$ cat src/rtl/axi_lite_rd_arbiter.sv
// Round-robin arbiter sharing one AXI-lite read-only slave among M read masters.
// One outstanding read at a time; the R reply is steered back to the granted requester only.
module axi_lite_rd_arbiter #(
  parameter int M          = 2,
  parameter int ADDR_WIDTH = 4,
  parameter int DATA_WIDTH = 32
) (
  input  logic                    ap_clk,
  input  logic                    ap_rst,
  input  logic [M-1:0]            s_axi_ARVALID,
  output logic [M-1:0]            s_axi_ARREADY,
  input  logic [M*ADDR_WIDTH-1:0] s_axi_ARADDR,
  output logic [M-1:0]            s_axi_RVALID,
  input  logic [M-1:0]            s_axi_RREADY,
  output logic [DATA_WIDTH-1:0]   s_axi_RDATA,
  output logic [1:0]              s_axi_RRESP,
  output logic                    m_axi_ARVALID,
  input  logic                    m_axi_ARREADY,
  output logic [ADDR_WIDTH-1:0]   m_axi_ARADDR,
  input  logic                    m_axi_RVALID,
  output logic                    m_axi_RREADY,
  input  logic [DATA_WIDTH-1:0]   m_axi_RDATA,
  input  logic [1:0]              m_axi_RRESP
);

  localparam int GW = (M > 1) ? $clog2(M) : 1;

  typedef enum logic [1:0] {
    ST_IDLE,
    ST_ADDR,
    ST_DATA
  } state_t;

  state_t                  state_q, state_d;
  logic [GW-1:0]           grant_q;
  logic [GW-1:0]           last_q;
  logic [ADDR_WIDTH-1:0]   addr_q;
  logic [GW:0]             pick;
  logic [GW-1:0]           win;
  logic                    ar_hs;
  logic                    r_done;

  // Scans last+1, last+2, ... mod M; the loop runs farthest-first so the nearest request
  // overwrites and therefore wins. MSB of the result flags that any request was found.
  function automatic logic [GW:0] rr_pick(input logic [M-1:0] req, input logic [GW-1:0] last);
    logic [GW:0]   res;
    logic [GW-1:0] idx;
    res = '0;
    for (int k = M; k >= 1; k--) begin
      idx = GW'((int'(last) + k) % M);
      if (req[idx]) res = {1'b1, idx};
    end
    return res;
  endfunction

  assign pick = rr_pick(s_axi_ARVALID, last_q);
  assign win  = pick[GW-1:0];

  always_comb begin
    state_d       = state_q;
    s_axi_ARREADY = '0;
    s_axi_RVALID  = '0;
    m_axi_ARVALID = 1'b0;
    m_axi_RREADY  = 1'b0;
    ar_hs         = 1'b0;
    r_done        = 1'b0;
    case (state_q)
      ST_IDLE: begin
        // Held off while in reset so no requester believes an address was taken.
        if (pick[GW] && !ap_rst) begin
          s_axi_ARREADY[win] = 1'b1;
          ar_hs              = 1'b1;
          state_d            = ST_ADDR;
        end
      end
      ST_ADDR: begin
        m_axi_ARVALID = 1'b1;
        if (m_axi_ARREADY) state_d = ST_DATA;
      end
      ST_DATA: begin
        s_axi_RVALID[grant_q] = m_axi_RVALID;
        m_axi_RREADY          = s_axi_RREADY[grant_q];
        if (m_axi_RVALID && s_axi_RREADY[grant_q]) begin
          r_done  = 1'b1;
          state_d = ST_IDLE;
        end
      end
      default: state_d = ST_IDLE;
    endcase
  end

  // Registered grant, latched address and round-robin pointer
  always_ff @(posedge ap_clk or posedge ap_rst) begin
    if (ap_rst) begin
      state_q <= ST_IDLE;
      grant_q <= '0;
      last_q  <= GW'(M - 1);
      addr_q  <= '0;
    end else begin
      state_q <= state_d;
      if (ar_hs) begin
        grant_q <= win;
        addr_q  <= s_axi_ARADDR[int'(win)*ADDR_WIDTH +: ADDR_WIDTH];
      end
      if (r_done) last_q <= grant_q;
    end
  end

  assign m_axi_ARADDR = addr_q;
  assign s_axi_RDATA  = m_axi_RDATA;
  assign s_axi_RRESP  = m_axi_RRESP;

endmodule

$ cat config.mk
export PLATFORM = sky130hd
export DESIGN_NAME = axi_lite_rd_arbiter
export DESIGN_NICKNAME = d
export VERILOG_FILES = /design/src/rtl/axi_lite_rd_arbiter.sv
export SDC_FILE = /design/constraint.sdc
export NUM_CORES = 1
export LEC_CHECK = 0
export CORE_AREA = 2 2 57 59
export DETAILED_ROUTE_END_ITERATION = 8
export DIE_AREA = 0 0 59 61
export PLACE_DENSITY = 0.87
export SLEW_MARGIN = 10
export SYNTH_ARGS = -nofsm -noshare
export SYNTH_HDL_FRONTEND = slang
export SYNTH_SLANG_ARGS = --single-unit
$ cat constraint.sdc
create_clock -name ap_clk -period 1.3 [get_ports ap_clk]
set_input_delay 0.26 -clock ap_clk [delete_from_list [all_inputs] [get_ports ap_clk]]
set_output_delay 0.26 -clock ap_clk [all_outputs]
set_load 0.05 [all_outputs]
* Word level (Yosys, flattened, before mapping)
Cells that the tools add are included. W data, S select, Z words.
Storage, ports and cells: logic and storage cells 51, bits of input ports 50, bits in registers 8, output and inout bits 44
Cells by class: shifts and indexed selects 1, bitwise gates (word level) 1, reduce and logical (&&, ||, !) cells 7, eq/ne operators 5, mux-type cells 25, magnitude comparators 6, add/subtract/negate cells 2
Operators with widths (count):
- $mux W2 | 8
- $mux W1 | 14
- $lt A1 B2 Y1 const B | 4
- $shiftx A8 B4 Y4 | 1
- $ne A2 B2 Y1 const B | 3
- $pmux W2 S3 | 1
- $logic_and A1 B1 Y1 | 4
- $reduce_and A3 Y1 | 1
- $add A1 B1 Y1 const B | 2
- $and A2 B2 Y2 | 1
- $demux W1 S1 | 2
- $eq A2 B1 Y1 const B | 1
- $eq A2 B2 Y1 const B | 1
- $ge A1 B1 Y1 const B | 2
- $logic_not A2 Y1 | 1
- $logic_not A1 Y1 | 1

* Depth between registers and ports, before layout
Gate-level depths: netlist (run 1).
word-level depth 11, depth in mapped cells 3, mapped depth without buffers 3

* Worst setup path after synthesis (run 1)
No wires, ideal clock.
path type register to output, start point reg last_q, end point out s_axi_ARREADY[1], arrival 2027 ps, data required time 1040 ps, setup slack -987 ps, path buffers 0, cell stages (with the launch flop) 3, cells stage by stage dfstp_2 a21bo_2 nor4_1
On the way: word-level cells in the longest chain between the ends 11, elaborated cells on any way between the ends 16, those cells by class add/sub: 2; order compare: 2; mux: 10; reduce/logical: 2
Ends and longest elaborated chain:
- from (decl) | line 36 | logic [GW-1:0] last_q;
- from (signal assigned) | line 97 | last_q <= GW'(M - 1);
- from (signal assigned) | line 105 | if (r_done) last_q <= grant_q;
- $add A1 B1 Y1 | line 50 | idx = GW'((int'(last) + k) % M);
- $mux W1 (not written as such) (2 in a row) | line 51 | if (req[idx]) res = {1'b1, idx};
- $mux W2 | line 51
- $mux W2 (*) | line 51
- $lt A1 B2 Y1 (not written as such) / $ge A1 B1 Y1 (equally long branches) | line 71 | s_axi_ARREADY[win] = 1'b1;
- $logic_and A1 B1 Y1 (not written as such) | line 71
- $mux W1 (not written as such) | line 71
- $demux W1 S1 | line 71
- $mux W2 (*) | line 70 | if (pick[GW] && !ap_rst) begin
- $mux W2 (*) | line 67 | case (state_q)
- to (decl) | line 11 | output logic [M-1:0] s_axi_ARREADY,
Mark *: on every way between the ends. The rest lies on a longest branch, timed or not. The select of a mux whose other input is x is not followed.

* Worst setup path after layout (run 1)
start point reg state_q[0], end point out s_axi_ARREADY[0]
On the way: word-level cells in the longest chain between the ends 2
Ends and longest elaborated chain:
- from (decl) | line 34 | state_t state_q, state_d;
- from (signal assigned) | line 100 | state_q <= state_d;
- $logic_not A2 Y1 | line 67
- $mux W2 | line 67
No other way between the ends.

==> results of run 1 <==
==> path summary, 6_finish.rpt <==
check	to	slack, ps	depth (start not counted)	start
worst max-delay path	s_axi_ARREADY[0]	-300	3	state_q[0]
worst min register to register	m_axi_ARADDR[0]	590	1	m_axi_ARADDR[0]
min in group ap_clk	s_axi_RDATA[22]	520	0	m_axi_RDATA[22]
max in group asynchronous	last_q	730	3	ap_rst
worst min-delay path	m_axi_ARADDR[3]	290	3	ap_rst
worst max register to register	m_axi_ARADDR[1]	60	4	last_q
==> sequential cells by signal, summed over array words and instances (netlist names) <==
register / count
state_q: 2
grant_q: 1
m_axi_ARADDR: 4
last_q: 1
==> cells by family after synthesis <==
logic type | share of synthesized area
compound gates | 0.1761
simple gates | 0.1388
mux | 0.01424
flops | 0.2865
buf+inv | 0.3843
==> power by group <==
group	internal [mW]	leakage, nW	switching [mW]	total [mW]
clock network	0.117	0.0150	0.0847	0.202
logic	0.865	0.369	0.735	1.60
registers	0.373	0.0876	0.144	0.517
total	1.35	0.472	0.964	2.32
==> stage by stage <==
stage / setup WS [ps] / cells / total power [mW] / hold slack [ps] / setup TNS, ps
2_1_floorplan: -233.1 / 77 / 1.461 / 74.87 / -531.1
3_3_place_gp: -368.9 / 112 / 1.864 / 520.3 / -2332
3_5_place_dp: -393.4 / 112 / 1.890 / 520.3 / -2683
4_1_cts: -275.2 / 119 / 2.180 / 275.7 / -1222
5_1_grt: -364.5 / 121 / 2.438 / 316.2 / -1850
6_report: -296.2 / 121 / 2.319 / 287.5 / -1517
==> layer usage <==
metal	vias to the layer above	wire, um	track usage
li1	255	-	-
met1	271	593	0.09935
met2	33	1039	0.1683
met3	8	109	0.03625
met4	0	43	0.06494
met5	-	0	0
==> cell type report <==
class                           count  area share
Clock buffer                        4     0.02354
Inverter                            4     0.01345
Sequential cell                     8      0.1827
Multi-Input combinational cell     31      0.3105
Tap cell                           33     0.03700
Timing Repair Buffer               41      0.4327
==> what timing repair did <==
item / CTS / global route
pin swaps: 4 / 2
setup endpoints to repair: 10 / 11
gates resized for setup: 9 / 8
buffers inserted: 3 / 5
==> worst max-delay path, delay by kind of cell (launching register included) <==
| family | cells | cell delay (ps) |
|---|---|---|
| flops | 1 | 460 |
| buf+inv | 1 | 170 |
| simple gates | 2 | 450 |
==> placed cells by master, fill, tap and decap left out, types with 2 or more instances in the layout <==
| master | instances |
|---|---|
| sky130_fd_sc_hd__buf_4 | 14 |
| sky130_fd_sc_hd__clkdlybuf4s50_1 | 12 |
| sky130_fd_sc_hd__buf_12 | 11 |
| sky130_fd_sc_hd__dfrtp_1 | 5 |
| sky130_fd_sc_hd__inv_1 | 4 |
| sky130_fd_sc_hd__nor2b_4 | 3 |
| sky130_fd_sc_hd__o32ai_2 | 3 |
| sky130_fd_sc_hd__a2bb2oi_1 | 3 |
| sky130_fd_sc_hd__clkbuf_4 | 3 |
| sky130_fd_sc_hd__dlygate4sd2_1 | 3 |
| sky130_fd_sc_hd__a21oi_1 | 2 |
| sky130_fd_sc_hd__nand2_1 | 2 |
| sky130_fd_sc_hd__dfrtp_2 | 2 |
==> impl_metrics.json, run 1 <==
{
  "path_type_of_the_worst_setup_path": "flip-flop to output port",
  "setup_viol": 6,
  "syn_area_sq_um": 703.2,
  "total_via_count_after_detailed_routing": 567,
  "status": "complete, but fails checks",
  "timing.hold.worst.class": "input port to asynchronous set/reset pin",
  "synth-seq-area-share": 0.2865,
  "irDropWorstVdd_uv": 1041,
  "layout.filler_cells": 281,
  "setup.worst_path.start_class": "flip-flop",
  "worst_skew_late_latency_ps": 250,
  "area_growth_syn_to_layout_pct": 58.72,
  "ys.flop_type": "sky130_fd_sc_hd__dfrtp_1",
  "yosys_warnings": 0,
  "cts-htree-levels": 1,
  "drt-vias-per-instance": 4.686,
  "failed_checks": "negative setup slack",
  "synthArstFlopShare": 1.000,
  "post-synth-top-area-cell": "sky130_fd_sc_hd__buf_4",
  "worst_setup_hold_path_clk_slew_ps": 50,
  "io_pins": 94,
  "post-route-util": 0.3780,
  "design.core.area_sq_um": 2953,
  "power_density_over_the_cells_nw_per_um2": 2078,
  "endpoint_kind": "output port",
  "drt.antenna.violating_nets": 0,
  "worst-path-max-fanout": 3,
  "period_minus_slack_ps": 1596,
  "clock_tree_from_tritoncts": "built",
  "die_x_um": 59,
  "drc_errors": 0,
  "antenna_found_initial": 0,
  "seq_area_sq_um": 203.9,
  "master_cell_of_the_clock_root_buffer": "sky130_fd_sc_hd__clkbuf_4",
  "post-route-worst-setup-slack_ps": -296.2,
  "synth.net_count": 127,
  "number_of_global_route_vias_before_repair": 597,
  "finalInstanceArea_sq_um": 1116,
  "number_of_port_buffers": 25,
  "placedInstanceArea_sq_um": 965.9,
  "netlist.area_leader.share": 0.3630,
  "drt-pass1-iter-count": 3,
  "cts.hold.buffers_added": 0,
  "worst-slew-pin-transition_ps": 296.1,
  "synth.avg_cell_area_sq_um": 9.132,
  "largest_cells_by_area_after_synthesis": "sky130_fd_sc_hd__buf_4 36%, sky130_fd_sc_hd__dfrtp_1 25%, sky130_fd_sc_hd__a2bb2oi_1 5.0%",
  "wl_per_cell_um": 14.75,
  "multiInputGateArea_sq_um": 346.6,
  "crit_slowest_cell": "sky130_fd_sc_hd__dfrtp_2",
  "dp_hpwl_mm": 1.383,
  "ys_top_cells_by_count": "34 x sky130_fd_sc_hd__buf_4, 7 x sky130_fd_sc_hd__dfrtp_1",
  "grt_start_max_net_pins": 9,
  "globalRouteTotalUtil": 0.09769,
  "timing.final.hold_violations": 0,
  "grt_first_pass_wirelength_mm": 2.684,
  "initial_core_util": 0.2381,
  "gp_routability_congestion": 0.7284,
  "finalNetCount": 139,
  "path_cells": "nor3_4 > nor3b_4 > buf_12",
  "globalRoute.totalOverflow": 0,
  "drt_first_iter_violations": 6,
  "power.static_leakage_nw": 0.4715,
  "final_max_slew_viol_count": 0,
  "rsz_0062_raised_after_global_routing": "true",
  "synth_edf_count": 0,
  "max_slew_headroom": 0.7970,
  "rows": 20,
  "die-height_um": 61,
  "synth_most_common_cell": "sky130_fd_sc_hd__buf_4",
  "timing.critical_path.arrival_ps": 1340,
  "drt-total-wl_mm": 1.785,
  "synth_cell_types": 21,
  "number_of_clock_sinks": 8,
  "ys_seq_elements": 8,
  "timing.max_cap.violations": 0,
  "layout-drive-gt1-share": 0.5568,
  "worst-endpoint-required_ps": 1040,
  "cts-buffers-inserted": 3,
  "synth_cells": 77,
  "post-route-period-util": 1.228,
  "worst_clk_skew_ps": 1.086,
  "timing.fmax_ghz": 0.6265,
  "ctsLongestPathBuffers": 2,
  "floorplan.die_area_sq_um": 3599,
  "worst_path_largest_cell_delay_ps": 460,
  "num_antenna_cells": 0
}
Power figures use the tool's default switching activity.
==> inputs of run 2 (changes only) <==
--- a/config.mk
+++ b/config.mk
@@ -9,7 +9,6 @@
 export DETAILED_ROUTE_END_ITERATION = 8
 export DIE_AREA = 0 0 59 61
 export PLACE_DENSITY = 0.87
-export SLEW_MARGIN = 10
 export SYNTH_ARGS = -nofsm -noshare
 export SYNTH_HDL_FRONTEND = slang
 export SYNTH_SLANG_ARGS = --single-unit
==> results of run 2 <==
No change in the layout: final DEF, timing and power equal those of run 1.
